**src/rtl/hazard_ctrl_param_if.sv**
```systemverilog
// Pipeline-side bundle of the hazard controller: operand/producer info, per-stage valid/stall/flush, redirect and IRQ.
// Purely combinational wiring; no handshake of its own, the slave modport is the controller.
interface hazard_ctrl_param_if #(
   parameter int NUM_RS     = 2,
   parameter int NUM_PROD   = 3,
   parameter int NUM_STAGES = 4,
   parameter int REG_AW     = 5,
   parameter int SELW       = $clog2(NUM_PROD)
);
   logic [NUM_RS*REG_AW-1:0]   rs_d_i;
   logic [NUM_RS*REG_AW-1:0]   rs_e_i;
   logic [NUM_PROD*REG_AW-1:0] prod_rd_i;
   logic [NUM_PROD-1:0]        prod_wr_i;
   logic [NUM_PROD-1:0]        prod_rdy_i;
   logic [NUM_RS*SELW-1:0]     fwd_sel_o;
   logic [NUM_STAGES-1:0]      valid_i;
   logic [NUM_STAGES-1:0]      stall_req_i;
   logic [NUM_STAGES-1:0]      flush_req_i;
   logic [NUM_STAGES-1:0]      stall_o;
   logic [NUM_STAGES-1:0]      flush_o;
   logic                       trap_i;
   logic                       mret_i;
   logic                       branch_i;
   logic                       csr_wr_i;
   logic                       irq_pend_i;
   logic                       irq_en_i;
   logic                       new_pc_en_o;
   logic [1:0]                 pc_sel_o;
   logic                       take_irq_o;

   modport master (
      output rs_d_i, rs_e_i, prod_rd_i, prod_wr_i, prod_rdy_i,
      output valid_i, stall_req_i, flush_req_i,
      output trap_i, mret_i, branch_i, csr_wr_i, irq_pend_i, irq_en_i,
      input  fwd_sel_o, stall_o, flush_o, new_pc_en_o, pc_sel_o, take_irq_o
   );

   modport slave (
      input  rs_d_i, rs_e_i, prod_rd_i, prod_wr_i, prod_rdy_i,
      input  valid_i, stall_req_i, flush_req_i,
      input  trap_i, mret_i, branch_i, csr_wr_i, irq_pend_i, irq_en_i,
      output fwd_sel_o, stall_o, flush_o, new_pc_en_o, pc_sel_o, take_irq_o
   );
endinterface

```
**src/rtl/hazard_ctrl_param.sv**
```systemverilog
// Hazard controller: forwarding select, stall/bubble chain, fetch redirect, IRQ drain FSM; HAZARD_PERF_CNT_EN adds perf counters.
// Outputs are combinational except take_irq_o (registered); no backpressure, stalls are what it produces.
module hazard_ctrl_param #(
   parameter int NUM_RS     = 2,
   parameter int NUM_PROD   = 3,
   parameter int NUM_STAGES = 4,
   parameter int REG_AW     = 5,
   parameter int SELW       = $clog2(NUM_PROD)
) (
   input logic                clk_i,
   input logic                rst_i,
   hazard_ctrl_param_if.slave hz
`ifdef HAZARD_PERF_CNT_EN
   ,
   output logic [31:0]        perf_stall_cnt_o,
   output logic [31:0]        perf_flush_cnt_o,
   output logic [15:0]        perf_irq_lat_o
`endif
);

   typedef enum logic [1:0] {RUN, DRAIN, TAKE} irq_state_e;

   localparam logic [1:0] PC_JUMP = 2'd0;
   localparam logic [1:0] PC_TRAP = 2'd1;
   localparam logic [1:0] PC_MEPC = 2'd2;
   localparam logic [1:0] PC_CSRW = 2'd3;

   irq_state_e                state_q, state_d;
   logic                      take_q;
   logic                      drain_stall;
   logic                      load_use;
   logic [NUM_RS-1:0]         hit;
   logic [NUM_RS*SELW-1:0]    fwd_sel;
   logic [NUM_STAGES-1:0]     int_flush, flush_cause, stall_cause, stall, flush;
   logic                      new_pc_en;
   logic [1:0]                pc_sel;
   logic                      irq_req;
   logic                      unused_valid0;

   assign irq_req       = hz.irq_pend_i & hz.irq_en_i;
   assign unused_valid0 = hz.valid_i[0];

   // Walking from the oldest slot down lets the youngest (lowest k) match win.
   always_comb begin
      fwd_sel = '0;
      for (int j = 0; j < NUM_RS; j++) begin
         for (int k = NUM_PROD-1; k >= 1; k--) begin
            if ((hz.rs_e_i[j*REG_AW +: REG_AW] != '0) && hz.prod_wr_i[k] &&
                (hz.prod_rd_i[k*REG_AW +: REG_AW] == hz.rs_e_i[j*REG_AW +: REG_AW]))
               fwd_sel[j*SELW +: SELW] = SELW'(k);
         end
      end
   end

   always_comb begin
      load_use = 1'b0;
      hit      = '0;
      for (int j = 0; j < NUM_RS; j++) begin
         for (int k = 0; k < NUM_PROD; k++) begin
            if (!hit[j] && (hz.rs_d_i[j*REG_AW +: REG_AW] != '0) && hz.prod_wr_i[k] &&
                (hz.prod_rd_i[k*REG_AW +: REG_AW] == hz.rs_d_i[j*REG_AW +: REG_AW])) begin
               hit[j] = 1'b1;
               if (!hz.prod_rdy_i[k])
                  load_use = 1'b1;
            end
         end
      end
   end

   always_ff @(posedge clk_i) begin
      if (rst_i) begin
         state_q <= RUN;
         take_q  <= 1'b0;
      end else begin
         state_q <= state_d;
         take_q  <= (state_d == TAKE);
      end
   end

   always_comb begin
      state_d     = state_q;
      drain_stall = 1'b0;
      case (state_q)
         RUN:   if (irq_req) state_d = DRAIN;
         DRAIN: begin
            drain_stall = 1'b1;
            if (!irq_req || hz.trap_i)
               state_d = RUN;
            else if (hz.valid_i[NUM_STAGES-1:1] == '0)
               state_d = TAKE;
         end
         TAKE:    state_d = RUN;
         default: state_d = RUN;
      endcase
   end

   always_comb begin
      new_pc_en = 1'b1;
      pc_sel    = PC_JUMP;
      if (hz.trap_i)
         pc_sel = hz.mret_i ? PC_MEPC : PC_TRAP;
      else if (state_q == TAKE)
         pc_sel = PC_TRAP;
      else if (hz.branch_i)
         pc_sel = PC_JUMP;
      else if (hz.csr_wr_i)
         pc_sel = PC_CSRW;
      else
         new_pc_en = 1'b0;
   end

   // A flush on a register masks its own stall cause, so flush always wins.
   always_comb begin
      int_flush = '0;
      for (int k = 0; k < NUM_STAGES; k++) begin
         if (k <= 2) int_flush[k] = hz.trap_i | hz.csr_wr_i;
         if (k <= 1) int_flush[k] = int_flush[k] | hz.branch_i;
      end
      int_flush[0]   = int_flush[0] | (state_q == TAKE);
      flush_cause    = int_flush | hz.flush_req_i;
      stall_cause    = hz.stall_req_i;
      stall_cause[0] = stall_cause[0] | load_use | drain_stall;
      stall_cause    = stall_cause & ~flush_cause;

      stall[NUM_STAGES-1] = stall_cause[NUM_STAGES-1];
      for (int k = NUM_STAGES-2; k >= 0; k--)
         stall[k] = stall_cause[k] | stall[k+1];

      flush[0] = flush_cause[0];
      for (int k = 1; k < NUM_STAGES; k++)
         flush[k] = flush_cause[k] | (stall[k-1] & ~stall[k]);
   end

   assign hz.fwd_sel_o   = fwd_sel;
   assign hz.stall_o     = stall;
   assign hz.flush_o     = flush;
   assign hz.new_pc_en_o = new_pc_en;
   assign hz.pc_sel_o    = pc_sel;
   assign hz.take_irq_o  = take_q;

`ifdef HAZARD_PERF_CNT_EN
   logic [31:0] stall_cnt_q, flush_cnt_q;
   logic [15:0] irq_lat_q, drain_len_q;

   always_ff @(posedge clk_i) begin
      if (rst_i) begin
         stall_cnt_q <= '0;
         flush_cnt_q <= '0;
         irq_lat_q   <= '0;
         drain_len_q <= '0;
      end else begin
         if (stall[0] && (stall_cnt_q != '1))
            stall_cnt_q <= stall_cnt_q + 32'd1;
         if ((|int_flush) && (flush_cnt_q != '1))
            flush_cnt_q <= flush_cnt_q + 32'd1;
         if (state_q == DRAIN) begin
            if (drain_len_q != '1)
               drain_len_q <= drain_len_q + 16'd1;
            if (state_d == TAKE)
               irq_lat_q <= (drain_len_q != '1) ? drain_len_q + 16'd1 : drain_len_q;
         end else begin
            drain_len_q <= '0;
         end
      end
   end

   assign perf_stall_cnt_o = stall_cnt_q;
   assign perf_flush_cnt_o = flush_cnt_q;
   assign perf_irq_lat_o   = irq_lat_q;
`endif

endmodule

```
**src/flat_wrapper.sv**
```systemverilog
// flat-port wrapper written by rule: the top's interface ports become plain ports
module hazard_ctrl_param_flat 
#(
   parameter int NUM_RS     = 2,
   parameter int NUM_PROD   = 3,
   parameter int NUM_STAGES = 4,
   parameter int REG_AW     = 5,
   parameter int SELW       = $clog2(NUM_PROD)
)
  (clk_i, rst_i, hz_rs_d_i, hz_rs_e_i, hz_prod_rd_i, hz_prod_wr_i, hz_prod_rdy_i, hz_valid_i, hz_stall_req_i, hz_flush_req_i, hz_trap_i, hz_mret_i, hz_branch_i, hz_csr_wr_i, hz_irq_pend_i, hz_irq_en_i, hz_fwd_sel_o, hz_stall_o, hz_flush_o, hz_new_pc_en_o, hz_pc_sel_o, hz_take_irq_o);
  hazard_ctrl_param_if #(.NUM_RS(NUM_RS), .NUM_PROD(NUM_PROD), .NUM_STAGES(NUM_STAGES), .REG_AW(REG_AW), .SELW(SELW)) hz_i ();
  input logic clk_i;
  input logic rst_i;
  input wire logic [$bits(hz_i.rs_d_i)-1:0] hz_rs_d_i;
  input wire logic [$bits(hz_i.rs_e_i)-1:0] hz_rs_e_i;
  input wire logic [$bits(hz_i.prod_rd_i)-1:0] hz_prod_rd_i;
  input wire logic [$bits(hz_i.prod_wr_i)-1:0] hz_prod_wr_i;
  input wire logic [$bits(hz_i.prod_rdy_i)-1:0] hz_prod_rdy_i;
  input wire logic [$bits(hz_i.valid_i)-1:0] hz_valid_i;
  input wire logic [$bits(hz_i.stall_req_i)-1:0] hz_stall_req_i;
  input wire logic [$bits(hz_i.flush_req_i)-1:0] hz_flush_req_i;
  input wire logic [$bits(hz_i.trap_i)-1:0] hz_trap_i;
  input wire logic [$bits(hz_i.mret_i)-1:0] hz_mret_i;
  input wire logic [$bits(hz_i.branch_i)-1:0] hz_branch_i;
  input wire logic [$bits(hz_i.csr_wr_i)-1:0] hz_csr_wr_i;
  input wire logic [$bits(hz_i.irq_pend_i)-1:0] hz_irq_pend_i;
  input wire logic [$bits(hz_i.irq_en_i)-1:0] hz_irq_en_i;
  output wire logic [$bits(hz_i.fwd_sel_o)-1:0] hz_fwd_sel_o;
  output wire logic [$bits(hz_i.stall_o)-1:0] hz_stall_o;
  output wire logic [$bits(hz_i.flush_o)-1:0] hz_flush_o;
  output wire logic [$bits(hz_i.new_pc_en_o)-1:0] hz_new_pc_en_o;
  output wire logic [$bits(hz_i.pc_sel_o)-1:0] hz_pc_sel_o;
  output wire logic [$bits(hz_i.take_irq_o)-1:0] hz_take_irq_o;
  assign hz_i.rs_d_i = hz_rs_d_i;
  assign hz_i.rs_e_i = hz_rs_e_i;
  assign hz_i.prod_rd_i = hz_prod_rd_i;
  assign hz_i.prod_wr_i = hz_prod_wr_i;
  assign hz_i.prod_rdy_i = hz_prod_rdy_i;
  assign hz_i.valid_i = hz_valid_i;
  assign hz_i.stall_req_i = hz_stall_req_i;
  assign hz_i.flush_req_i = hz_flush_req_i;
  assign hz_i.trap_i = hz_trap_i;
  assign hz_i.mret_i = hz_mret_i;
  assign hz_i.branch_i = hz_branch_i;
  assign hz_i.csr_wr_i = hz_csr_wr_i;
  assign hz_i.irq_pend_i = hz_irq_pend_i;
  assign hz_i.irq_en_i = hz_irq_en_i;
  assign hz_fwd_sel_o = hz_i.fwd_sel_o;
  assign hz_stall_o = hz_i.stall_o;
  assign hz_flush_o = hz_i.flush_o;
  assign hz_new_pc_en_o = hz_i.new_pc_en_o;
  assign hz_pc_sel_o = hz_i.pc_sel_o;
  assign hz_take_irq_o = hz_i.take_irq_o;
  hazard_ctrl_param #(.NUM_RS(NUM_RS), .NUM_PROD(NUM_PROD), .NUM_STAGES(NUM_STAGES), .REG_AW(REG_AW), .SELW(SELW)) u_core (.clk_i(clk_i), .rst_i(rst_i), .hz(hz_i));
endmodule
```
**config.mk**
```make
export PLATFORM = sky130hd
export DESIGN_NAME = hazard_ctrl_param_flat
export DESIGN_NICKNAME = d
export VERILOG_FILES = /design/src/rtl/hazard_ctrl_param_if.sv /design/src/rtl/hazard_ctrl_param.sv /design/src/flat_wrapper.sv
export SDC_FILE = /design/constraint.sdc
export NUM_CORES = 1
export LEC_CHECK = 0
export CORE_MARGIN = 3
export CORE_UTILIZATION = 35
export DETAILED_ROUTE_END_ITERATION = 16
export GPL_ROUTABILITY_DRIVEN = 0
export HOLD_SLACK_MARGIN = 0.03
export PLACE_DENSITY = 0.87
export RECOVER_POWER = 50
export SYNTH_ARGS = -nofsm -noshare
export SYNTH_HDL_FRONTEND = slang
export SYNTH_SLANG_ARGS = --single-unit
```
**constraint.sdc**
```tcl
create_clock -name clk_i -period 3.7 [get_ports clk_i]
set_input_delay 0.555 -clock clk_i [delete_from_list [all_inputs] [get_ports clk_i]]
set_output_delay 0.555 -clock clk_i [all_outputs]
set_load 0.01 [all_outputs]
```
==> results by group, run 1 <==
Drt
  • First-iteration detailed-routing DRC count: 34
  • First-pass iteration count of the detailed router: 4
  • DRT antenna net count: 0
  • WL/cell: ~15 um
  • Vias/cell: approximately 5.4
  • DRT Wirelength: 3.58 mm
  • Remaining DRCs: 0
  • Routed vias: 1249

Hold path
  • HP Class: flop to flop

Critical path
  • Critical Path Fanout Max: 4
  • Slowest stage delay, CP: 0.59 ns
  • Critical-path top delay cell: or4_4
  • Critical path class: input port to primary output
  • Crit path cell chain: clkdlybuf4s50_1, or4_4, nor2_4, nor2_1, a221o_1, a21oi_2, o311a_1, o21ai_1, clkdlybuf4s50_1
  • Crit end category: primary output
  • CP startpoint kind: input port
  • Largest delay share family, worst path: buffers and inverters
  • Critical Path RT: roughly 3.1 ns
  • WP data arrival: 3.04 ns
  • WP buf/inv: 2
  • Most frequent CP cell: clkdlybuf4s50_1

Die
  • IO Pins: 77
  • Initial Util: 39.1%
  • Row Count: 17
  • Vert. Die Dim: 57.2 um
  • Die W: 57.2 um
  • DIE AREA: roughly 0.0033 sq mm
  • Core Area: between 0.002 and 0.0025 sq mm

Timing
  • RSZ-0062 raised after global routing: false
  • TNS Setup: 0 ns
  • Final Hold Vio Count: 0
  • Fin crit period: approximately 3.6 ns
  • Max Slew Vio Count: 0
  • Skew final: between 0.005 and 0.006 ns
  • Max Fclk: 278 MHz
  • Relative slew slack: 65.1%
  • Period utilization: 97.2%
  • Final-report setup violation count: 0
  • Final hold slack: between 0.4 and 0.5 ns
  • Worst slew pin tran: roughly 0.52 ns

Placement
  • DP HPWL: roughly 3.0 mm
  • Placed cells: 228
  • PortBufs: 75
  • Post-place instance area: between 0.0015 and 0.002 sq mm

GRT
  • Total track usage: ~22%
  • GRT overflow: 0
  • Largest net degree at the start of global routing: 10
  • Global-route wire length before repair: 5.82 mm
  • Antenna violations before repair: 0
  • Vias in the first global route: 1309

Power
  • Comb pwr share: 65.3%
  • Int Pwr: about 180 uW
  • PD cells: 157 mW/mm^2
  • Final Power: 276 uW
  • Clk network pwr share: 22.6%
  • Sequential fraction of design power: between 10% and 20%
  • Max VDD drop: approximately 0.11 mV
  • Static Leak: 0.628 nW
  • Switching share of power: 34.7%
  • Sw power: 96.0 uW

Status
  • Status: finished clean

Clock network
  • Longest Clk Path Bufs: 2
  • Clock Latency Late Sink: 0.24 ns
  • Num CTS Buffers: 3
  • Clock transition at path regs: 0.04 ns
  • Setup Fix Bufs, Post-CTS: 0
  • CTS root buf: clkbuf_4
  • H-Tree Depth: 1
  • CTS tree: built
  • Post-CTS Hold Fix Bufs: 0
  • Clock Sinks: 3

Layout
  • N_diodes: 0
  • Synth-to-Final Area Change: 92.2%
  • Fin nets: 266
  • Fin area: 0.00176 sq mm
  • Most common cell after layout, fill and taps aside: clkdlybuf4s50_1
  • Finished Layout Cells: 232
  • Share of cells above drive strength 1: 4.90%
  • Most frequent cells in the layout: clkdlybuf4s50_1, xnor2_1, xor2_1, nor4_1, nor2_1

Logic synthesis
  • Post-Syn Instances: between 100 and 150
  • Top cells by area, synth: xnor2_1, xor2_1, nor4_1
  • Synth cell types: 29
  • Mapped Area: a little over 900 sq um
  • Post-Syn Area per Cell: around 7 sq um
  • Register area share after synthesis: 6.56%
  • Yosys top cell area share: 28.7%
  • Post-synth EDFFs: 0
  • Syn_nets: 188
  • Main synth FF type: dfxtp_1
  • Yosys top cell by area: xnor2_1
  • Ys Warns: 0
  • Seq cells post-synth: 3
  • Async SR Flop Fraction: 0%

Flow run
  • Max-cap violations: 0
[path summary, 6_finish.rpt]
path	from	to	slack, ns	cells past startpoint
worst max-delay path	hz_rs_d_i[0]	hz_stall_o[0]	0.10	9
worst min-delay path	u_core.state_q[0]$_SDFF_PP0_	u_core.state_q[0]$_SDFF_PP0_	0.47	1
worst max register to register	u_core.state_q[1]$_SDFF_PP0_	u_core.state_q[1]$_SDFF_PP0_	2.81	3
worst min register to register	u_core.state_q[0]$_SDFF_PP0_	u_core.state_q[0]$_SDFF_PP0_	0.47	1
[logic make-up (layout without fill, tap and decap cells)]
logic type / after synthesis / after routing / synth area share (%)
AND/OR/NAND/NOR: 53 / 53 / 32.4
XOR/XNOR: 50 / 50 / 47.8
AO/OA/AOI/OAI: 13 / 13 / 9.97
buffers and inverters: 8 / 85 / 3.28
flip-flops: 3 / 3 / 6.56
[worst register-to-register path, delay by kind of cell, from the launching register on]
family | cells | cell delay, ns
AND/OR/NAND/NOR | 3 | 0.47
flip-flops | 1 | 0.32
[sequential cells by signal, indices dropped and copies added, names as in the netlist]
register and cells:
u_core.state_q 2, u_core.hz.take_irq_o 1
[layout make-up]
class,count,area [sq um]
repair buffers,76,766
fillers,168,579
inverters,5,18.8
multi-input cells,116,855
flip-flops and latches,3,60.1
well taps,28,35.0
clock buffers,4,26.3
[routing by layer]
layer / vias up / routed length (um) / global-route usage (%)
li1: 611 / - / -
met1: 564 / 1400 / 24.6
met2: 72 / 1860 / 40.6
met3: 2 / 286 / 4.30
met4: 0 / 25 / 7.62
met5: - / 0 / 0
[per-stage QoR]
stage                     util [%]  worst slack, ns
final                         75.2            0.105
after global routing          75.2           0.0111
after CTS                     74.0           0.0215
after detailed placement      72.6         -0.00263
after global placement        72.6            0.130
after floorplan                  -             1.21
[power groups by stage]
stage / registers [mW] / logic, mW / clock network, mW
after floorplan: 0.0338 / 0.0700 / 0
after CTS: 0.0333 / 0.180 / 0.0667
after global placement: 0.0339 / 0.173 / 0
final: 0.0333 / 0.181 / 0.0626
after detailed placement: 0.0339 / 0.178 / 0
after global routing: 0.0334 / 0.194 / 0.0657
[synth_stat cells (all sizes together) (2+ instances only)]
library cell / number
dfxtp: 3
nand2: 5
nor4b: 2
nand4: 7
clkbuf: 3
inv: 5
nor2: 9
nand2b: 2
a21oi: 4
nor4: 10
nor3: 7
xor2: 20
or4: 4
xnor2: 30
o21ai: 3
nand3: 3
[what timing repair did]
item                       4_1_cts  5_1_grt
pin swaps                        0        0
gates resized for setup          1        7
setup endpoints to repair        1        2
Note: power is estimated with default switching activity, not from simulation.
==> run 2: changes to the inputs <==
- PLACE_DENSITY: 0.87 -> 0.93
==> run 2 against run 1 <==
Compared with the run above:
- maximum frequency fell by 0.20%
- clock power shrank 0.8%
- design area shrank 1.8%
- critical endpoint unchanged
- register-to-register slack hardly changed
- flip-flop and latch count unchanged
- via count increased by 0.48%
- combinational power about the same
- first-iteration DRC count grew 12%
- total power is 0.94% lower
==> results by group, run 2 (synthesis results as in run 1) <==
Status
  • Status: finished clean

Drt
  • First-pass iteration count of the detailed router: 4 (unchanged)
  • Vias/cell: 5.41 (+0.48%)
  • DRT Wirelength: 3.49 mm (-2.4%)
  • First-iteration detailed-routing DRC count: 38 (+12%)
  • DRT antenna net count: 0 (unchanged)
  • Remaining DRCs: 0 (unchanged)
  • WL/cell: 15.1 um (-2.4%)
  • Routed vias: 1255 (+0.48%)

Clock network
  • Clock transition at path regs: 0.04 ns (about the same)
  • Setup Fix Bufs, Post-CTS: 0 (unchanged)
  • Post-CTS Resized: 0 (-1)
  • Clock Latency Late Sink: 0.24 ns (about the same)
  • CTS root buf: clkbuf_4
  • CTS tree: built
  • Post-CTS Hold Fix Bufs: 0 (unchanged)
  • Num CTS Buffers: 3 (unchanged)
  • Clock Sinks: 3 (unchanged)
  • Longest Clk Path Bufs: 2 (unchanged)
  • H-Tree Depth: 1 (unchanged)

Power
  • Static Leak: 0.614 nW (-2.2%)
  • Sw power: 93.8 uW (-2.3%)
  • Sequential fraction of design power: 12.2% (about the same)
  • Clk network pwr share: 22.7% (about the same)
  • Max VDD drop: 0.0992 mV (-6.5%)
  • Switching share of power: 34.3% (-0.46 points)
  • PD cells: 158 mW/mm^2 (+0.85%)
  • Comb pwr share: 65.1% (-0.2 points)
  • Int Pwr: 180 uW (-0.24%)

Layout
  • Synth-to-Final Area Change: 88.8%
  • Share of cells above drive strength 1: 3.43% (-1.5 points)
  • Most common cell after layout, fill and taps aside: clkdlybuf4s50_1
  • Most frequent cells in the layout: clkdlybuf4s50_1, xnor2_1, xor2_1, nor4_1, nor2_1
  • FILL cells: 180 (+7.1%)
  • Final Util: 73.9% (-1.3 points)
  • Largest register FFs: 2 (unchanged)
  • Fin nets: 266 (unchanged)
  • Biggest register: u_core.state_q
  • N_diodes: 0 (unchanged)

Critical path
  • CP startpoint kind: input port
  • Critical Path RT: 3.14 ns (about the same)
  • Critical-path top delay cell: or4_1
  • R2R Setup Slk: 2.80 ns (about the same)
  • Critical Path Fanout Max: 4 (unchanged)
  • WP buf/inv: 2 (unchanged)
  • Critical path class: input port to primary output
  • RR Endpoint: u_core.state_q[1]$_SDFF_PP0_
  • Slowest stage delay, CP: 0.56 ns (-0.03 ns)
  • Reg-to-reg startpoint: u_core.state_q[1]$_SDFF_PP0_
  • Most frequent CP cell: clkdlybuf4s50_1
  • CP Launch Point: hz_rs_d_i[3]
  • CP Capture Point: hz_stall_o[0]
  • Worst-case reg-to-reg path depth: 3 (unchanged)
  • Largest delay share family, worst path: buffers and inverters
  • Number of stages on the worst setup path: 9 (unchanged)
  • Crit path cell chain: clkdlybuf4s50_1, or4_1, nor2_2, nor2_1, a221o_1, a21oi_2, o311a_1, o21ai_1, clkdlybuf4s50_1
  • Crit end category: primary output
  • WP data arrival: 3.05 ns (about the same)

Timing
  • Max Slew Vio Count: 0 (unchanged)
  • Period utilization: 97.4% (+0.19 points)
  • Worst slew pin tran: 0.570 ns (+0.0514 ns)
  • TNS Setup: 0 ns (unchanged)
  • Max Fclk: 278 MHz (-0.20%)
  • RSZ-0062 raised after global routing: false
  • Fin crit period: 3.60 ns (+0.00709 ns)
  • Final Hold Vio Count: 0 (unchanged)
  • Skew final: 0.00596 ns (+0.00000680 ns)
  • Final-report setup violation count: 0 (unchanged)
  • Final hold slack: 0.489 ns (+0.0189 ns)
  • Relative slew slack: 61.7% (-3.5 points)

Die
  • Initial Util: 39.1% (unchanged)
  • Core Area: 0.00234 sq mm (unchanged)
  • DIE AREA: 0.00327 sq mm (unchanged)
  • IO Pins: 77 (unchanged)
  • Row Count: 17 (unchanged)
  • Die W: 57.2 um (unchanged)
  • Vert. Die Dim: 57.2 um (unchanged)

Flow run
  • Max-cap violations: 0 (unchanged)

GRT
  • Total track usage: 20.6% (-1.3 points)
  • Global-route wire length before repair: 5.54 mm (-4.7%)
  • Vias in the first global route: 1261 (-3.7%)
  • GRT overflow: 0 (unchanged)
  • Largest net degree at the start of global routing: 10 (unchanged)
  • Antenna violations before repair: 0 (unchanged)

Placement
  • PortBufs: 75 (unchanged)
  • DP HPWL: 3.00 mm (+0.96%)

Hold path
  • HP Class: flop to flop
  • Hold Crit Depth: 1 (unchanged)
-- run 2: how the worst min path moves through the flow --
stage,to,start
after floorplan,u_core.state_q[0]$_SDFF_PP0_,u_core.state_q[0]$_SDFF_PP0_
after global placement,u_core.state_q[0]$_SDFF_PP0_,u_core.state_q[0]$_SDFF_PP0_
after detailed placement,u_core.state_q[0]$_SDFF_PP0_,u_core.state_q[0]$_SDFF_PP0_
after CTS,u_core.state_q[0]$_SDFF_PP0_,u_core.state_q[0]$_SDFF_PP0_
after global routing,u_core.state_q[0]$_SDFF_PP0_,u_core.state_q[0]$_SDFF_PP0_
final,u_core.state_q[0]$_SDFF_PP0_,u_core.state_q[0]$_SDFF_PP0_
-- run 2: per-layer routing --
metal  global-route usage [%]  vias to the layer above  wire length [um]
met5                        0                        -                 0
met4                     5.63                        0                46
met3                     3.39                        4               277
met2                     39.3                       63              1820
met1                     23.2                      577              1350
li1                         -                      611                 -
-- run 2: area by class of cell --
class | instances | area, sq um | area share, %
Clock buffer | 4 | 26.3 | 1.52
Timing Repair Buffer | 76 | 763 | 44.1
Tap cell | 28 | 35.0 | 2.03
Sequential cell | 3 | 60.1 | 3.47
Multi-Input combinational cell | 116 | 826 | 47.8
Inverter | 5 | 18.8 | 1.09
-- run 2: worst register-to-register path, cell delays in order (launching register included) --
cell and delay, ns:
dfxtp_1 0.31, nor2_1 0.12, nand3_1 0.13, nor4_1 0.24
-- run 2: through the flow --
stage	std cells	cell area [sq um]	power (mW)	worst slack, ns
final	232	1730	0.274	0.0979
after global routing	232	1730	0.289	0.0177
after CTS	232	1720	0.275	0.00936
after detailed placement	228	1700	0.213	0.0130
after global placement	228	1700	0.207	0.131
after floorplan	127	916	0.104	1.21
-- run 2: power groups by stage --
stage	registers, mW	logic [mW]	clock network (mW)
2_1_floorplan	0.0338	0.0700	0
3_3_place_gp	0.0339	0.173	0
3_5_place_dp	0.0339	0.179	0
4_1_cts	0.0334	0.180	0.0615
5_1_grt	0.0335	0.192	0.0641
6_report	0.0334	0.178	0.0621
==> run 3: changes to the inputs <==
- CORE_UTILIZATION: 35 -> 32
- PLACE_DENSITY: 0.93 -> 0.86
- clock period: 3.7 -> 3.6 ns (I/O delays scaled with it)
==> run 3 against run 2 <==
Compared with the run above:
- count of clock-buffer cells in the layout unchanged
- non-clock buffer count increased by 5
- die area increased by 8.4%
- first-iteration DRC count increased by 11%
- clock skew decreased by 0.0035 ns
- critical path type unchanged
- cell count increased by 3.0%
- register-to-register slack got worse by 0.10 ns
- global-route usage decreased by 0.29 points
==> results by group, run 3 (synthesis results as in run 1) <==
Status
  • Status: finished clean

Drt
  • First-pass iteration count of the detailed router: 4 (unchanged)
  • Vias/cell: 5.20 (-3.9%)
  • WL/cell: 14.5 um (-3.7%)
  • DRT Wirelength: 3.47 mm (-0.80%)
  • First-iteration detailed-routing DRC count: 42 (+11%)
  • DRT antenna net count: 0 (unchanged)
  • Routed vias: 1243 (-0.96%)
  • Remaining DRCs: 0 (unchanged)

Clock network
  • Longest Clk Path Bufs: 2 (unchanged)
  • Post-CTS Resized: 0 (unchanged)
  • Clock Latency Late Sink: 0.25 ns (about the same)
  • Clock transition at path regs: 0.05 ns (about the same)
  • Setup Fix Bufs, Post-CTS: 0 (unchanged)
  • CTS root buf: clkbuf_4
  • Post-CTS Hold Fix Bufs: 0 (unchanged)
  • H-Tree Depth: 1 (unchanged)
  • CTS tree: built
  • Num CTS Buffers: 3 (unchanged)
  • Clock Sinks: 3 (unchanged)

Die
  • Row Count: 18 (+1)
  • Core Area: 0.00259 sq mm (+11%)
  • DIE AREA: 0.00354 sq mm (+8.4%)
  • Initial Util: 35.4% (-3.8 points)
  • Vert. Die Dim: 59.5 um (+4.1%)
  • IO Pins: 77 (unchanged)
  • Die W: 59.5 um (+4.1%)

Layout
  • Share of cells above drive strength 1: 7.66% (+4.2 points)
  • N_diodes: 0 (unchanged)
  • Synth-to-Final Area Change: 96.3%
  • Most common cell after layout, fill and taps aside: clkdlybuf4s50_1
  • Biggest register: u_core.state_q
  • Fin nets: 271 (+1.9%)
  • Final Util: 69.4% (-4.5 points)
  • Largest register FFs: 2 (unchanged)
  • Most frequent cells in the layout: clkdlybuf4s50_1, xnor2_1, xor2_1, nor4_1, nor2_1
  • Fin area: 0.00180 sq mm (+4.0%)
  • FILL cells: 214 (+19%)

Placement
  • PortBufs: 75 (unchanged)
  • Post-place instance area: 0.00174 sq mm (+2.4%)
  • DP HPWL: 2.97 mm (-1.2%)

Critical path
  • Critical Path RT: 3.06 ns (-0.08 ns)
  • Crit path cell chain: clkdlybuf4s50_1, or4_4, nor2_4, nor2_1, a221o_1, a21oi_2, o311a_1, o21ai_1, clkdlybuf4s50_1
  • WP data arrival: 2.96 ns (-0.09 ns)
  • Critical Path Fanout Max: 4 (unchanged)
  • CP startpoint kind: input port
  • Critical path class: input port to primary output
  • Most frequent CP cell: clkdlybuf4s50_1
  • Critical-path top delay cell: or4_4
  • Slowest stage delay, CP: 0.53 ns (-0.03 ns)
  • Crit end category: primary output

Timing
  • Final-report setup violation count: 0 (unchanged)
  • Final Hold Vio Count: 0 (unchanged)
  • TNS Setup: 0 ns (unchanged)
  • RSZ-0062 raised after global routing: false
  • Relative slew slack: 65.9% (+4.2 points)
  • Period utilization: a little over nine tenths
  • Worst slew pin tran: 0.507 ns (-0.0626 ns)
  • Fin crit period: 3.50 ns
  • Skew final: 0.00245 ns (-0.00351 ns)
  • Max Fclk: 286 MHz
  • Final hold slack: 0.486 ns (-0.00364 ns)
  • Max Slew Vio Count: 0 (unchanged)

GRT
  • Vias in the first global route: 1260 (-0.079%)
  • Antenna violations before repair: 0 (unchanged)
  • Largest net degree at the start of global routing: 10 (unchanged)
  • Global-route wire length before repair: 5.62 mm (+1.4%)
  • GRT overflow: 0 (unchanged)
  • Total track usage: 20.3% (-0.29 points)

Hold path
  • HP Class: flop to flop

Power
  • Max VDD drop: 0.129 mV (+30%)
  • Static Leak: 0.652 nW (+6.3%)
  • PD cells: 161 mW/mm^2 (+1.9%)
  • Final Power: 290 uW (+5.9%)

Flow run
  • Max-cap violations: 0 (unchanged)
-- run 3: path summary, 6_finish.rpt --
kind	end	from	cells after the start	slack, ns
max	hz_stall_o[0]	hz_rs_d_i[2]	9	0.10
max reg2reg	u_core.state_q[1]$_SDFF_PP0_	u_core.state_q[1]$_SDFF_PP0_	3	2.70
min	u_core.state_q[0]$_SDFF_PP0_	u_core.state_q[0]$_SDFF_PP0_	1	0.49
min reg2reg	u_core.state_q[0]$_SDFF_PP0_	u_core.state_q[0]$_SDFF_PP0_	1	0.49
-- run 3: critical path, delay by kind of cell --
kind,cells,cell delay (ns)
and+or+nand+nor,3,0.72
AOI/OAI and AO/OA,4,0.70
buffers and inverters,2,0.99
-- run 3: metal layers --
layer | vias up | global-route usage, % | share of wire (%)
met3 | 6 | 2.83 | 8.1
met4 | 0 | 7.59 | 1.8
li1 | 622 | - | -
met1 | 556 | 23.8 | 39
met2 | 59 | 36.8 | 52
met5 | - | 0 | 0
-- run 3: final cells by class --
type | instances | area [sq um] | area share [%]
multi-input cells | 116 | 852 | 47.4
repair buffers | 81 | 803 | 44.7
flip-flops and latches | 3 | 60.1 | 3.34
well taps | 30 | 37.5 | 2.09
clock buffers | 4 | 26.3 | 1.46
inverters | 5 | 18.8 | 1.04
-- run 3: report_power, final --
part | internal [mW] | switching (mW) | leakage, nW | total (mW)
Clock | 0.0421 | 0.0253 | 0.0150 | 0.0674
Sequential | 0.0338 | 0.000454 | 0.0243 | 0.0343
Combinational | 0.113 | 0.0754 | 0.613 | 0.189
Total | 0.189 | 0.101 | 0.652 | 0.290
-- run 3: metrics by stage --
step | std cells | worst slack, ns
after CTS | 239 | 0.0126
after detailed placement | 235 | 0.0237
final | 239 | 0.101
after floorplan | 127 | 1.14
after global placement | 235 | 0.0645
after global routing | 239 | 0.0151
